==> config.mk <==
export PLATFORM = sky130hd
export DESIGN_NAME = glyph_rom_arbiter_flat
export DESIGN_NICKNAME = d
export VERILOG_FILES = /design/src/rtl/hud_pkg.sv /design/src/rtl/glyph_rom_arbiter_if.sv /design/src/rtl/glyph_tag_pipe.sv /design/src/rtl/glyph_rom_arbiter.sv /design/src/flat_wrapper.sv
export SDC_FILE = /design/constraint.sdc
export NUM_CORES = 1
export LEC_CHECK = 0
export ABC_AREA = 1
export CAP_MARGIN = 5
export CELL_PAD_IN_SITES_DETAIL_PLACEMENT = 1
export CELL_PAD_IN_SITES_GLOBAL_PLACEMENT = 1
export CORE_UTILIZATION = 39
export DETAILED_ROUTE_END_ITERATION = 10
export PLACE_DENSITY = 0.9
export SLEW_MARGIN = 20
export SYNTH_ARGS = -nofsm -noshare
export SYNTH_HDL_FRONTEND = slang
export SYNTH_SLANG_ARGS = --single-unit
==> constraint.sdc <==
create_clock -name clock_25 -period 4.2 [get_ports clock_25]
set_input_delay 0.42 -clock clock_25 [delete_from_list [all_inputs] [get_ports clock_25]]
set_output_delay 0.42 -clock clock_25 [all_outputs]
set_load 0.02 [all_outputs]
==> src/rtl/hud_pkg.sv <==
// Shared HUD constants and the tag carried alongside each glyph ROM read.
package hud_pkg;
  localparam int GLYPH_PIXELS = 100;
  localparam int GLYPH_DIGITS = 10;
  localparam int ROM_ADDR_BIT = 9;

  localparam logic REQ_SCORE = 1'b0;
  localparam logic REQ_TIME  = 1'b1;

  typedef struct packed {
    logic valid;
    logic id;
    logic blank;
  } tag_t;

  localparam int TAG_W = $bits(tag_t);
endpackage

==> src/rtl/glyph_rom_arbiter_if.sv <==
// Printer request/return signals and glyph ROM port shared by the arbiter and its neighbours.
interface glyph_rom_arbiter_if #(
  parameter int ROM_ADDR_BIT = 9
);
  logic                  req_score;
  logic [3:0]            digit_score;
  logic [7:0]            index_score;
  logic                  req_time;
  logic [3:0]            digit_time;
  logic [7:0]            index_time;
  logic                  busy_score;
  logic                  busy_time;
  logic                  rom_rd;
  logic [ROM_ADDR_BIT:0] rom_addr;
  logic                  rom_data;
  logic                  pix_score;
  logic                  pix_score_valid;
  logic                  pix_time;
  logic                  pix_time_valid;
  logic [1:0]            err_flags;

  modport slave (
    input  req_score, digit_score, index_score,
    input  req_time, digit_time, index_time,
    input  rom_data,
    output busy_score, busy_time, rom_rd, rom_addr,
    output pix_score, pix_score_valid, pix_time, pix_time_valid, err_flags
  );

  modport master (
    output req_score, digit_score, index_score,
    output req_time, digit_time, index_time,
    output rom_data,
    input  busy_score, busy_time, rom_rd, rom_addr,
    input  pix_score, pix_score_valid, pix_time, pix_time_valid, err_flags
  );
endinterface

==> src/rtl/glyph_tag_pipe.sv <==
// Tag shift register that follows each granted read through the ROM latency.
module glyph_tag_pipe
  import hud_pkg::*;
#(
  parameter int DEPTH = 3
) (
  input  logic clk_i,
  input  logic clr_i,
  input  tag_t tag_i,
  output tag_t tag_o
);
  tag_t stage_q [DEPTH];

  always_ff @(posedge clk_i) begin
    if (clr_i) begin
      for (int i = 0; i < DEPTH; i++) stage_q[i] <= '0;
    end else begin
      stage_q[0] <= tag_i;
      for (int i = 1; i < DEPTH; i++) stage_q[i] <= stage_q[i-1];
    end
  end

  assign tag_o = stage_q[DEPTH-1];
endmodule

==> src/rtl/glyph_rom_arbiter.sv <==
// Arbitrates score/timer pixel reads onto the shared digit glyph ROM and routes pixels back.
// Define ARB_FIXED_PRIO_EN for fixed score-first priority instead of round-robin.
module glyph_rom_arbiter #(
  parameter int ROM_ADDR_BIT = 9,
  parameter int GLYPH_PIXELS = 100,
  parameter int ROM_LATENCY  = 2
) (
  input logic                clock_25,
  input logic                reset,
  input logic                sync_reset,
  glyph_rom_arbiter_if.slave bus
);
  import hud_pkg::*;

  localparam int AW = ROM_ADDR_BIT + 1;

  function automatic logic [AW-1:0] glyph_addr(input logic [3:0] digit, input logic [7:0] index);
    return AW'(digit) * AW'(GLYPH_PIXELS) + AW'(index);
  endfunction

  logic          clr;
  logic          slot_s_full_q, slot_s_full_d, slot_t_full_q, slot_t_full_d;
  logic [3:0]    slot_s_digit_q, slot_s_digit_d, slot_t_digit_q, slot_t_digit_d;
  logic [7:0]    slot_s_index_q, slot_s_index_d, slot_t_index_q, slot_t_index_d;
  logic          cand_s, cand_t, contest, win_time, gnt_vld, gnt_blank, drop;
  logic [3:0]    gnt_digit;
  logic [7:0]    gnt_index;
  logic          rom_rd_q, rom_rd_d;
  logic [AW-1:0] rom_addr_q, rom_addr_d;
  logic [1:0]    err_q, err_d;
  logic          pix_s_q, pix_s_d, pix_s_vld_q, pix_s_vld_d;
  logic          pix_t_q, pix_t_d, pix_t_vld_q, pix_t_vld_d;
  tag_t          tag_in, tag_out;
`ifdef ARB_FIXED_PRIO_EN
`else
  logic          rr_q, rr_d;
`endif

  assign clr = !reset || sync_reset;

  // A full pending slot always outranks its requester's live request.
  always_comb begin
    cand_s  = slot_s_full_q | bus.req_score;
    cand_t  = slot_t_full_q | bus.req_time;
    contest = cand_s & cand_t;
`ifdef ARB_FIXED_PRIO_EN
    win_time = cand_t & ~cand_s;
`else
    win_time = cand_t & (~cand_s | rr_q);
`endif
    gnt_vld = cand_s | cand_t;
    if (win_time) begin
      gnt_digit = slot_t_full_q ? slot_t_digit_q : bus.digit_time;
      gnt_index = slot_t_full_q ? slot_t_index_q : bus.index_time;
    end else begin
      gnt_digit = slot_s_full_q ? slot_s_digit_q : bus.digit_score;
      gnt_index = slot_s_full_q ? slot_s_index_q : bus.index_score;
    end
    gnt_blank = (gnt_digit > 4'(GLYPH_DIGITS - 1)) || (gnt_index > 8'(GLYPH_PIXELS - 1));
    drop      = (bus.req_score & slot_s_full_q) | (bus.req_time & slot_t_full_q);
  end

  always_comb begin
    slot_s_full_d  = slot_s_full_q;
    slot_s_digit_d = slot_s_digit_q;
    slot_s_index_d = slot_s_index_q;
    slot_t_full_d  = slot_t_full_q;
    slot_t_digit_d = slot_t_digit_q;
    slot_t_index_d = slot_t_index_q;
    if (contest && !win_time && !slot_t_full_q) begin
      slot_t_full_d  = 1'b1;
      slot_t_digit_d = bus.digit_time;
      slot_t_index_d = bus.index_time;
    end
    if (contest && win_time && !slot_s_full_q) begin
      slot_s_full_d  = 1'b1;
      slot_s_digit_d = bus.digit_score;
      slot_s_index_d = bus.index_score;
    end
    if (gnt_vld && !win_time && slot_s_full_q) slot_s_full_d = 1'b0;
    if (win_time && slot_t_full_q)             slot_t_full_d = 1'b0;

    err_d      = err_q | {drop, gnt_vld & gnt_blank};
    rom_rd_d   = gnt_vld & ~gnt_blank;
    rom_addr_d = rom_rd_d ? glyph_addr(gnt_digit, gnt_index) : rom_addr_q;
    tag_in     = '{valid: gnt_vld, id: (win_time ? REQ_TIME : REQ_SCORE), blank: gnt_blank};

    // Tail tag lines up with rom_data; blank reads return 0 regardless of the ROM.
    pix_s_vld_d = tag_out.valid & (tag_out.id == REQ_SCORE);
    pix_t_vld_d = tag_out.valid & (tag_out.id == REQ_TIME);
    pix_s_d     = pix_s_vld_d ? (bus.rom_data & ~tag_out.blank) : pix_s_q;
    pix_t_d     = pix_t_vld_d ? (bus.rom_data & ~tag_out.blank) : pix_t_q;
`ifdef ARB_FIXED_PRIO_EN
`else
    rr_d = rr_q ^ contest;
`endif
  end

  always_ff @(posedge clock_25) begin
    if (clr) begin
      slot_s_full_q <= 1'b0;
      slot_t_full_q <= 1'b0;
      rom_rd_q      <= 1'b0;
      rom_addr_q    <= '0;
      err_q         <= '0;
      pix_s_q       <= 1'b0;
      pix_s_vld_q   <= 1'b0;
      pix_t_q       <= 1'b0;
      pix_t_vld_q   <= 1'b0;
`ifdef ARB_FIXED_PRIO_EN
`else
      rr_q          <= 1'b0;
`endif
    end else begin
      slot_s_full_q <= slot_s_full_d;
      slot_t_full_q <= slot_t_full_d;
      rom_rd_q      <= rom_rd_d;
      rom_addr_q    <= rom_addr_d;
      err_q         <= err_d;
      pix_s_q       <= pix_s_d;
      pix_s_vld_q   <= pix_s_vld_d;
      pix_t_q       <= pix_t_d;
      pix_t_vld_q   <= pix_t_vld_d;
`ifdef ARB_FIXED_PRIO_EN
`else
      rr_q          <= rr_d;
`endif
    end
  end

  always_ff @(posedge clock_25) begin
    slot_s_digit_q <= slot_s_digit_d;
    slot_s_index_q <= slot_s_index_d;
    slot_t_digit_q <= slot_t_digit_d;
    slot_t_index_q <= slot_t_index_d;
  end

  glyph_tag_pipe #(.DEPTH(ROM_LATENCY + 1)) u_tag_pipe (
    .clk_i (clock_25),
    .clr_i (clr),
    .tag_i (tag_in),
    .tag_o (tag_out)
  );

  assign bus.busy_score      = slot_s_full_q;
  assign bus.busy_time       = slot_t_full_q;
  assign bus.rom_rd          = rom_rd_q;
  assign bus.rom_addr        = rom_addr_q;
  assign bus.pix_score       = pix_s_q;
  assign bus.pix_score_valid = pix_s_vld_q;
  assign bus.pix_time        = pix_t_q;
  assign bus.pix_time_valid  = pix_t_vld_q;
  assign bus.err_flags       = err_q;
endmodule

==> src/flat_wrapper.sv <==
// flat-port wrapper written by rule: the top's interface ports become plain ports
module glyph_rom_arbiter_flat import hud_pkg::*;
#(
  parameter int ROM_ADDR_BIT = 9,
  parameter int GLYPH_PIXELS = 100,
  parameter int ROM_LATENCY  = 2
)
  (clock_25, reset, sync_reset, bus_req_score, bus_digit_score, bus_index_score, bus_req_time, bus_digit_time, bus_index_time, bus_rom_data, bus_busy_score, bus_busy_time, bus_rom_rd, bus_rom_addr, bus_pix_score, bus_pix_score_valid, bus_pix_time, bus_pix_time_valid, bus_err_flags);
  glyph_rom_arbiter_if #(.ROM_ADDR_BIT(ROM_ADDR_BIT)) bus_i ();
  input logic clock_25;
  input logic reset;
  input logic sync_reset;
  input wire logic [$bits(bus_i.req_score)-1:0] bus_req_score;
  input wire logic [$bits(bus_i.digit_score)-1:0] bus_digit_score;
  input wire logic [$bits(bus_i.index_score)-1:0] bus_index_score;
  input wire logic [$bits(bus_i.req_time)-1:0] bus_req_time;
  input wire logic [$bits(bus_i.digit_time)-1:0] bus_digit_time;
  input wire logic [$bits(bus_i.index_time)-1:0] bus_index_time;
  input wire logic [$bits(bus_i.rom_data)-1:0] bus_rom_data;
  output wire logic [$bits(bus_i.busy_score)-1:0] bus_busy_score;
  output wire logic [$bits(bus_i.busy_time)-1:0] bus_busy_time;
  output wire logic [$bits(bus_i.rom_rd)-1:0] bus_rom_rd;
  output wire logic [$bits(bus_i.rom_addr)-1:0] bus_rom_addr;
  output wire logic [$bits(bus_i.pix_score)-1:0] bus_pix_score;
  output wire logic [$bits(bus_i.pix_score_valid)-1:0] bus_pix_score_valid;
  output wire logic [$bits(bus_i.pix_time)-1:0] bus_pix_time;
  output wire logic [$bits(bus_i.pix_time_valid)-1:0] bus_pix_time_valid;
  output wire logic [$bits(bus_i.err_flags)-1:0] bus_err_flags;
  assign bus_i.req_score = bus_req_score;
  assign bus_i.digit_score = bus_digit_score;
  assign bus_i.index_score = bus_index_score;
  assign bus_i.req_time = bus_req_time;
  assign bus_i.digit_time = bus_digit_time;
  assign bus_i.index_time = bus_index_time;
  assign bus_i.rom_data = bus_rom_data;
  assign bus_busy_score = bus_i.busy_score;
  assign bus_busy_time = bus_i.busy_time;
  assign bus_rom_rd = bus_i.rom_rd;
  assign bus_rom_addr = bus_i.rom_addr;
  assign bus_pix_score = bus_i.pix_score;
  assign bus_pix_score_valid = bus_i.pix_score_valid;
  assign bus_pix_time = bus_i.pix_time;
  assign bus_pix_time_valid = bus_i.pix_time_valid;
  assign bus_err_flags = bus_i.err_flags;
  glyph_rom_arbiter #(.ROM_ADDR_BIT(ROM_ADDR_BIT), .GLYPH_PIXELS(GLYPH_PIXELS), .ROM_LATENCY(ROM_LATENCY)) u_core (.clock_25(clock_25), .reset(reset), .sync_reset(sync_reset), .bus(bus_i));
endmodule
Word level (Yosys, flattened, before mapping)
Memory sizes are Yosys's and may differ from the RTL's.
Index checks and enable logic that the tools add are counted.
{"block": "totals", "out_inout_bits": 19, "wordCells": 70, "inputBits": 30, "romBits": 0, "reg_bits": 44, "mem_bits_rw": 9, "latch_bits": 0, "n_memories": 1}
{"name": "u_core.u_tag_pipe.stage_q", "depth": 3, "word_bits": 3, "read_ports": 3, "rd_clocked_by_memory_dff": 0, "wr": 3, "line_no": "glyph_tag_pipe.sv:12", "rtl": "tag_t stage_q [DEPTH];"}
{"block": "classes", "addsub": 1, "multipliers": 1, "n_bitwise": 23, "muxes": 13, "div": 0, "n_lt_le_gt_ge": 2, "n_reduce_logical": 15, "shifts": 0, "eq_ne": 0}
{"op": "2-to-1 mux 8 bit", "count": 3}
{"op": "2-to-1 mux 4 bit", "count": 3}
{"op": "adder 10 x 8 -> 10 bit", "count": 1}
{"op": "bitwise AND 1 bit", "count": 9}
{"op": "2-to-1 mux 3 bit", "count": 3}
{"op": "> comparator 8 x 7 -> 1 bit, second input constant", "count": 1}
{"op": "multiplier 4 x 5 -> 8 bit, second input constant", "count": 1}
{"op": "bitwise OR 1 bit", "count": 8}
{"op": "logical AND 1 bit", "count": 7}
{"op": "> comparator 4 bit, second input constant", "count": 1}
{"op": "logical NOT 1 bit", "count": 4}
{"op": "2-to-1 mux 1 bit", "count": 4}
{"op": "inverter 1 bit", "count": 4}
{"op": "OR reduction 2 bit", "count": 2}
{"op": "logical OR 1 bit", "count": 2}
{"op": "bitwise OR 2 bit", "count": 1}
{"op": "XOR 1 bit", "count": 1}

Longest topological paths before layout
Gate-level depths: netlist of run 1.
{"block": "logic_depth", "depth_word": 9, "ltp_mapped": 23, "depth_no_buf": 20}

Modules after synthesis
A second synthesis of run 1 with hierarchy kept.
{"block": "unflattened", "hier_cells": 360, "hier_area_um2": 2932.8}
{"module": "glyph_rom_arbiter", "area_per_inst_um2": 2651.3, "seq_area_each_um2": 1121.1, "cells_each": 329, "instances": 1}
{"module": "glyph_tag_pipe", "area_per_inst_um2": 281.5, "seq_area_each_um2": 180.2, "cells_each": 31, "instances": 1}

Worst setup path before layout of run 1
OpenSTA, ideal clock, no wires.
{"block": "synth_path", "path_kind": "register to register", "start": "register u_core.slot_t_full_q (netlist: u_core.bus.busy_time)", "end": "register u_core.rom_addr_q[8] (netlist: u_core.bus.rom_addr[8])", "path_stages_with_launch": 23, "period_less_slack_ps": 3615, "required_ps": 4091, "setup_ps": 109, "path_slack_ps": 585, "t_arrival_ps": 3506, "n_path_buf": 4, "cell_sequence": "dfxtp_1 buf_6 or2_1 buf_6 nand2_4 buf_6 clkbuf_1 o21ai_0 ha_1 ha_1 inv_1 fa_1 inv_1 ha_1 nand2_1 inv_1 nand4_1 nand3_1 nand2_1 nand2_1 nand4_1 nand2_1 nor2_2"}
{"block": "synth_via", "elab_chain_len": 7, "word_cells_on_any_way": 14, "classes_between": "1 x add/sub; 1 x mul; 2 x order compare; 4 x mux; 5 x bitwise; 1 x reduce/logical"}
{"element": "start: declaration", "line_no": "glyph_rom_arbiter.sv:22", "rtl": "logic slot_s_full_q, slot_s_full_d, slot_t_full_q, slot_t_full_d;"}
{"element": "start signal: assignment", "line_no": "glyph_rom_arbiter.sv:116", "rtl": "slot_t_full_q <= slot_t_full_d;"}
{"element": "parallel branches: the longest is 7 deep, another holds adder 10 x 8 -> 10 bit"}
{"element": "end signal: assignment", "line_no": "glyph_rom_arbiter.sv:118", "rtl": "rom_addr_q <= rom_addr_d;"}
{"element": "end: declaration", "line_no": "glyph_rom_arbiter.sv:29", "rtl": "logic [AW-1:0] rom_addr_q, rom_addr_d;"}
Several ways; the timed one is not identified.
A chain may end at the register's enable or synchronous reset.

Worst setup path after layout of run 1
{"block": "layout_path", "start": "input bus_req_score", "end": "register u_core.rom_addr_q[8] (netlist: u_core.bus.rom_addr[8])"}
{"block": "layout_via", "elab_chain_len": 9, "word_cells_on_any_way": 14, "classes_between": "1 x add/sub; 1 x mul; 2 x order compare; 2 x mux; 7 x bitwise; 1 x reduce/logical"}
{"element": "start: declaration", "line_no": "flat_wrapper.sv:13", "rtl": "input wire logic [$bits(bus_i.req_score)-1:0] bus_req_score;"}
{"element": "bitwise OR 1 bit (*)", "line_no": "glyph_rom_arbiter.sv:43", "rtl": "cand_s = slot_s_full_q | bus.req_score;"}
{"element": "parallel branches: the longest is 8 deep, another holds adder 10 x 8 -> 10 bit"}
Mark *: on every way between the ends.

==> results.toml, run 1 <==
[outcome]
outcome = "completed"

[cts]
cts-buffers-inserted = 5
cts_root_buf = "clkbuf_8"
cts_tree = "yes"
cts.repair.resized = 0
h-tree-depth = 2
clk_pin_slew_ps = 110
cts_setup_buffers = 0
postCtsHoldBufs = 0
clock_latency_ps = 320
clock_sinks = 53
clockBufferDepth = 2

[detailed_routing]
firstDrtPassIters = 4
vias = 2429
routed_wl_um = 7030
ant_nets = 0
drt_iter0_drc = 82
drc_errors = 0
routedWlPerCell_um = 13.9
viasPerCell = 4.82

[timing]
final.period_utilization = 0.896
fmax_mhz = 266
max_slew.worst_pin.slew_ps = 580
finalClockSkew_ps = 13.3
slew_violations = 0
relSlewSlack = 0.609
fin_tns_setup_ps = 0
rsz0062_at_grt = "false"
setup_viol = 0
period_needed_ps = 3770
setup_ws_ps = 435
timing_hold_violations_final = 0

[finish]
nNetsFinal = 455
final-seq-area_um2 = 1300
fillers = 842
drive_above_1_share = 0.0980
layout_commonest_cell = "nand2_1"
multi_input_area_um2 = 1250
final_util = 0.515
area_growth_syn_to_layout_pct = 24.2
n_antenna_cell = 0
mostFrequentLayoutCells = "nand2_1, inv_1, clkdlybuf4s50_1"

[synthesis]
postSynthAreaPerCell_um2 = 8.11
syn-num-nets = 403
yosysTopAreaCellShare = 0.250
synth_area_leaders = "edfxtp_1, dfxtp_1, nand2_1"
synthCells = 355
ys_ff_latch = 53
yosys.cell_types.count = 36
ys_seq_area_frac = 0.452
yosys_warnings = 0
yosys.area.top_type = "edfxtp_1"
synth_area_um2 = 2880

[power_and_ir_drop]
powerDensity_nw_per_um2 = 358
p_leak_nw = 1.58
ir_drop_uv = 147

[global_routing]
first_global_vias = 2592
overflow = 0
grt_pass1_wl_um = 12000
antenna_found_initial = 0
gr-usage-all-layers = 0.203
grt_max_degree = 22

[setup_path]
required_ps = 4430
r2r_start = "u_core.bus.busy_time"
cp_common_cell = "nand2_1"
cp.arrival_ps = 4000
crit_path_start_kind = "input pin"
critPathCaptureType = "flip-flop"
r2r_slack_ps = 460
cp_max_fo = 21
crit_chain = "clkdlybuf4s50_1 -> o21ai_2 -> nand2_4 -> o21ai_0 -> ha_1 -> ha_1 -> inv_1 -> fa_1 -> inv_1 -> ha_1 -> nand2_1 -> inv_1 -> nand4_1 -> nand3_1 -> nand2_1 -> nand2_1 -> nand4_1 -> nand2_1 -> nor2_2"
r2r_cells = 18
path_class = "in -> reg"
crit_slowest_cell = "o21ai_0"
cp_slowest_stage_delay_ps = 530
timing.rr.end = "u_core.bus.rom_addr[8]"

[floorplan]
io_pins = 49
initial_core_util = 0.414
coreArea_um2 = 6940
die_w_um = 87.9
die_height_um = 87.9
std_cell_rows = 30
design.die.area_um2 = 7730

[flow_run]
cap_viol_max_count = 0

[hold_path]
hold_path_end = "u_core.u_tag_pipe.stage_q[0][6]"
hold_start = "u_core.u_tag_pipe.stage_q[0][3]"
whs_path_depth = 2
hold_path.class = "reg -> reg"

[place]
dp_hpwl_um = 5450
port-buffer-count = 48
dpl_worst_slack_ps = 107
gp_congestion = 0.837
registers in the layout, indices dropped and copies added, names as in the netlist, 2 cells and up:
register / flops
u_core.u_tag_pipe.stage_q: 9
u_core.slot_t_index_q: 8
u_core.bus.rom_addr: 10
u_core.slot_t_digit_q: 4
u_core.slot_s_digit_q: 4
u_core.bus.err_flags: 2
u_core.slot_s_index_q: 8
synthesized netlist by cell type:
cell	number
a21oi_1	8
a22o_1	1
a31oi_1	1
and2_1	1
buf_2	3
buf_6	4
clkbuf_1	3
clkinv_1	1
dfxtp_1	29
edfxtp_1	24
fa_1	2
ha_1	16
inv_1	64
inv_2	3
mux2i_1	2
nand2_1	85
nand2_2	9
nand2_4	2
nand3_1	7
nand3_2	1
nand3_4	1
nand3b_1	2
nand4_1	10
nor2_1	34
nor2_2	3
nor2_4	1
nor3_1	2
o211ai_1	2
o21a_1	1
o21ai_0	20
o21ai_1	1
o21ai_2	2
or2_1	1
or2_2	3
xnor2_1	4
xor2_1	2
per-layer routing:
metal / routed length (um) / GRT usage
met1: 3080 / 0.232
met2: 3640 / 0.389
met3: 190 / 0.0254
met4: 116 / 0.0626
met5: 0 / 0
where the power goes:
| group | internal, mW | total, mW | switching (mW) |
|---|---|---|---|
| combinational | 0.151 | 0.368 | 0.217 |
| clock | 0.159 | 0.345 | 0.186 |
| sequential | 0.558 | 0.566 | 0.00818 |
cell families (layout without fill, tap and decap cells):
logic type / after synthesis / in the layout / share of synthesized area
DFF: 53 / 53 / 0.452
xor gates and xnor gates: 6 / 6 / 0.0183
AOI/OAI and AO/OA: 36 / 36 / 0.0696
and+or+nand+nor: 162 / 162 / 0.256
muxes: 2 / 2 / 0.00696
adders and majority gates: 18 / 18 / 0.0835
buffers and inverters: 78 / 131 / 0.113
critical path: cells and delay by family:
kind | cells | cell delay, ps
AOI/OAI and AO/OA | 2 | 830
and+or+nand+nor | 9 | 830
buffers and inverters | 4 | 640
adders and majority gates | 4 | 1280
stage by stage:
step,cell area [um^2],std cells,power [mW],hold WS (ps)
after floorplan,2880,355,0.830,394
after global placement,3460,496,0.918,395
after detailed placement,3460,496,0.942,402
after CTS,3570,504,1.29,418
after global routing,3570,504,1.35,445
final,3570,504,1.28,417
layout make-up:
class                      instances  area share
tap                               96      0.0336
clock inverter                     2     0.00560
inverter                          68      0.0714
sequential                        53       0.364
multi-input combinational        224       0.350
clock buffer                       6      0.0263
timing repair buffer              55       0.149
worst max path at each step:
stage	start	end	slack, ps	cells past startpoint
5_1_grt	bus_req_score	u_core.bus.rom_addr[8]	130	20
2_1_floorplan	u_core.bus.busy_time	u_core.bus.rom_addr[8]	590	22
3_3_place_gp	bus_req_score	u_core.bus.rom_addr[8]	340	19
3_5_place_dp	bus_req_score	u_core.bus.rom_addr[8]	110	19
6_report	bus_req_score	u_core.bus.rom_addr[8]	430	19
4_1_cts	bus_req_score	u_core.bus.rom_addr[8]	440	19
(Power assumes the default switching activity.)
==> inputs of run 2 (changes only) <==
Settings changed: CORE_UTILIZATION 39 to 35, PLACE_DENSITY 0.9 to 0.86, SKIP_LAST_GASP from default to 1.
Clock period 4.2 ns to 3.05 ns, I/O delays scaled along.
==> run 2 against run 1 <==
  * Via count up 2.1%
  * Die area up 11%
  * Core utilization down 3.1 points
  * Combinational power up 57%
  * Final cell count up 5.4%
  * Cell area up 6.2%
  * Power up 43%
  * Routed wire length up 2.9%
  * Global-route usage down 2.0 points
  * Critical path depth unchanged
  * Critical path type is now reg -> reg
  * Critical endpoint unchanged
  * Largest cell class unchanged
  * Largest power group unchanged
==> results.toml, run 2 (synthesis gave the netlist of run 1 again) <==
[outcome]
outcome = "completed"

[detailed_routing]
viasPerCell = 4.67
drc_errors = 0
drt_iter0_drc = 71
routedWlPerCell_um = 13.6
firstDrtPassIters = 4
ant_nets = 0
vias = 2481
routed_wl_um = 7230

[place]
port-buffer-count = 48
gp_congestion = 0.822
dpl_cell_area_um2 = 3610
dpl.cell_count = 518
dp_hpwl_um = 5610

[global_routing]
grt_max_degree = 19
overflow = 0
antenna_found_initial = 0
first_global_vias = 2629
grt_pass1_wl_um = 12200
gr-usage-all-layers = 0.183

[floorplan]
initial_core_util = 0.367
io_pins = 49
std_cell_rows = 32
design.die.area_um2 = 8590
die_height_um = 92.7
die_w_um = 92.7
coreArea_um2 = 7850

[finish]
fillers = 970
fin_cells = 531
nNetsFinal = 476
drive_above_1_share = 0.175
largest_reg_flops = 10
design_area_um2 = 3790
area_growth_syn_to_layout_pct = 31.9
layout_commonest_cell = "nand2_1"
multi_input_area_um2 = 1310
mostFrequentLayoutCells = "nand2_1, inv_1, clkdlybuf4s50_1"
final-seq-area_um2 = 1310
n_antenna_cell = 0

[timing]
period_needed_ps = 3000
max_slew.worst_pin.slew_ps = 432
rsz0062_at_grt = "true"
holdWs_ps = 401
fmax_mhz = 333
slew_violations = 0
relSlewSlack = 0.712
setup_viol = 0
finalClockSkew_ps = 7.15
timing_hold_violations_final = 0
final.period_utilization = 0.985

[setup_path]
cp.arrival_ps = 3230
path_class = "reg -> reg"
required_ps = 3270
crit_chain = "o21ai_4 -> buf_4 -> nand2_2 -> o21ai_2 -> ha_1 -> ha_2 -> inv_2 -> fa_1 -> inv_2 -> ha_4 -> nand2_2 -> inv_2 -> nand4_1 -> nand3_1 -> nand2_1 -> nand2_1 -> nand4_1 -> nand2_1 -> nor2_2"
cp_max_fo = 6
cp_slowest_stage_delay_ps = 520
critPathCaptureType = "flip-flop"
crit_path_start_kind = "flip-flop"
crit_slowest_cell = "fa_1"

[power_and_ir_drop]
powerDensity_nw_per_um2 = 484
p_leak_nw = 1.70
ir_drop_uv = 216
internal_power_mw = 1.25
p_sw_mw = 0.588
comb_power_share = 0.314
seqPwrFrac = 0.424
sw_frac_of_total = 0.320
pwr-share-clk = 0.262

[cts]
clk_pin_slew_ps = 110
clock_latency_ps = 310
h-tree-depth = 2
clock_sinks = 53
clockBufferDepth = 2
cts-buffers-inserted = 5
cts_root_buf = "clkbuf_8"
cts_tree = "yes"

[flow_run]
cap_viol_max_count = 0

[hold_path]
hold_path.class = "in -> reg"
[run 2: cell count changes in the layout (fill, tap and decap cells not counted), sizes merged]
cell and delta:
nand2 +1, dlymetal6s2s +1, clkdlybuf4s50 -2, buf +20, dlygate4sd2 +1
[run 2: per-layer routing]
metal | share of wire | global-route usage | vias to the layer above
li1 | - | - | 1259
met1 | 0.43 | 0.211 | 1154
met2 | 0.52 | 0.343 | 55
met3 | 0.030 | 0.0353 | 13
met4 | 0.020 | 0.0462 | 0
met5 | 0 | 0 | -
[run 2: area by class of cell]
class | instances | share of cell area
flip-flops and latches | 53 | 0.345
well taps | 102 | 0.0336
inverters | 68 | 0.0673
clock inverters | 2 | 0.00528
multi-input cells | 225 | 0.344
repair buffers | 75 | 0.180
clock buffers | 6 | 0.0247
[run 2: worst max-delay path, delay by kind of cell (launching register included)]
kind / cells / cell delay [ps]
AOI/OAI and AO/OA: 2 / 380
adders and majority gates: 4 / 1180
buffers and inverters: 4 / 300
DFF: 1 / 380
and+or+nand+nor: 9 / 680
[run 2: stage by stage]
| step | setup WS (ps) | power, mW | utilization | TNS (ps) |
|---|---|---|---|---|
| floorplan | -166 | 1.16 | - | -278 |
| global placement | -239 | 1.32 | 0.460 | -486 |
| detailed placement | -364 | 1.35 | 0.460 | -807 |
| CTS | 7.84 | 1.83 | 0.478 | 0 |
| global route | -135 | 1.96 | 0.484 | -169 |
| finish | 45.3 | 1.83 | 0.484 | 0 |
[run 2: final timing paths]
check	startpoint	endpoint	slack (ps)	depth (start not counted)
min reg2reg	u_core.u_tag_pipe.stage_q[0][0]	u_core.u_tag_pipe.stage_q[0][3]	410	2
max reg2reg	u_core.bus.busy_score	u_core.bus.rom_addr[8]	50	19
min	bus_req_time	u_core.bus.err_flags[1]	400	4
max	u_core.bus.busy_score	u_core.bus.rom_addr[8]	50	19
[run 2: power groups by stage]
stage / clock (mW) / sequential (mW) / combinational [mW]
after detailed placement: 0 / 0.796 / 0.552
final: 0.481 / 0.778 / 0.576
after global placement: 0 / 0.794 / 0.524
after CTS: 0.496 / 0.778 / 0.561
after global routing: 0.532 / 0.781 / 0.647
after floorplan: 0 / 0.807 / 0.351
[run 2: what timing repair did]
action                     4_1_cts  5_1_grt
hold buffers                     0        0
cloned                           1        0
pin swaps                        2       11
hold endpoints to repair         0        0
setup endpoints to repair        1        3
buffers inserted                 1        3
gates resized for setup          6       11
==> patch, RTL diff (settings of run 1) <==
`ROM_LATENCY` is set to 2 in 2 places; all go to 4.
--- a/src/rtl/glyph_rom_arbiter.sv
+++ b/src/rtl/glyph_rom_arbiter.sv
@@ -3,7 +3,7 @@
 module glyph_rom_arbiter #(
   parameter int ROM_ADDR_BIT = 9,
   parameter int GLYPH_PIXELS = 100,
-  parameter int ROM_LATENCY  = 2
+  parameter int ROM_LATENCY  = 4
 ) (
   input logic                clock_25,
   input logic                reset,
--- a/src/flat_wrapper.sv
+++ b/src/flat_wrapper.sv
@@ -3,7 +3,7 @@
 #(
   parameter int ROM_ADDR_BIT = 9,
   parameter int GLYPH_PIXELS = 100,
-  parameter int ROM_LATENCY  = 2
+  parameter int ROM_LATENCY  = 4
 )
   (clock_25, reset, sync_reset, bus_req_score, bus_digit_score, bus_index_score, bus_req_time, bus_digit_time, bus_index_time, bus_rom_data, bus_busy_score, bus_busy_time, bus_rom_rd, bus_rom_addr, bus_pix_score, bus_pix_score_valid, bus_pix_time, bus_pix_time_valid, bus_err_flags);
   glyph_rom_arbiter_if #(.ROM_ADDR_BIT(ROM_ADDR_BIT)) bus_i ();
Function: changed (Yosys sat finds a counterexample within 10 cycles, from zero or initial values).
==> patch against run 1 <==
Final area rose by 7.7%. Sequential cell count is 6 higher. Routed wire length up 0.97%. Critical path depth shrank 1. Worst setup slack better by 0.064 ns. First-iteration DRC count is 17% lower. Total power is 20% higher. Synthesized area is 5.5% higher. Largest power group unchanged.
==> patch: results (changes against run 1) <==
grt_pass1_vias: 2662  # was 2,592
wire_per_inst_microns: 13.3  # was 13.9 microns
clk_pin_slew_ns: 0.07  # was 0.11 ns
powerSeq_mw: 0.624  # was 0.566 mW
crit_arrival_ns: 3.95  # was 4.00 ns
synth_common_cells: "nand2_1, inv_1, nor2_1"  # unchanged
hpwl_mm: 5.56  # was 5.45 mm
final_nets: 479  # was 455
yosys-mux-area-fraction_pct: 0.659  # was 0.696%
p_leak_nw: 1.70  # was 1.58 nW
grt_pass1_wl_mm: 12.3  # was 12.0 mm
grt_use_total_pct: 19.2  # was 20.3%
crit_type: "reg -> reg"  # was in -> reg
ys_types: 35  # was 36
reg2reg_from: "u_core.bus.busy_score"  # was u_core.bus.busy_time
cts_buffers: 9  # was 5
clkLatencyLatePin_ns: 0.35  # was 0.32 ns
reg2reg_slack_ns: 0.50  # was 0.46 ns
relSlewSlack_pct: 41.5  # was 60.9%
fin_skew_ns: 0.00821  # was 0.0133 ns
fmax_ghz: 0.270  # was 0.266 GHz
synth_fa_ha_area_share_pct: 7.91  # was 8.35%
drt-initial-drc-count: 68  # was 82
synth-compound-area-share_pct: 6.26  # was 6.96%
place_ws_ns: 0.131  # was 0.107 ns
status: "completed"  # unchanged
==> patch: cell types whose count changed in the layout (fill, tap and decap cells not counted), moves of 2 or more <==
cell | before | now
inv_1 | 64 | 69
clkinv_4 | 1 | 4
clkbuf_8 | 5 | 9
nor2_1 | 34 | 47
nor2_2 | 3 | 0
dfxtp_1 | 29 | 35
nand2_2 | 9 | 7
==> patch: logic make-up (layout without fill, tap and decap cells) <==
group                      count (synthesis)  in the layout
and+or+nand+nor                          171            171
buffers and inverters                     84            146
DFF                                       59             59
AOI/OAI and AO/OA                         34             34
adders and majority gates                 18             18
xor gates and xnor gates                   6              6
muxes                                      2              2
==> patch: per-stage QoR <==
step	std cells	util (%)	area (sq um)	hold WS, ns	power (mW)
after floorplan	374	-	3040	0.394	0.885
after global placement	519	49.0	3630	0.394	0.976
after detailed placement	519	49.0	3630	0.403	0.996
after CTS	535	52.0	3850	0.403	1.56
after global routing	535	52.0	3850	0.421	1.63
final	535	52.0	3850	0.402	1.54
==> patch: metal layers <==
metal	vias to the layer above	global-route usage, %
li1	1275	-
met4	0	7.93
met1	1155	22.0
met3	10	4.40
met2	55	34.3
met5	-	0
==> patch: area by class of cell <==
type / count / area (sq um) / share of cell area (%)
Sequential cell: 59 / 1420 / 36.9
Inverter: 74 / 278 / 7.21
Multi-Input combinational cell: 231 / 1270 / 32.9
Clock buffer: 10 / 149 / 3.87
Tap cell: 99 / 124 / 3.22
Clock inverter: 6 / 71.3 / 1.85
Timing Repair Buffer: 56 / 541 / 14.0
==> patch: worst min-delay path, stage by stage, from the launching register on <==
cell and delay (ns):
dfxtp_1 0.30, inv_1 0.04, nor2_1 0.03
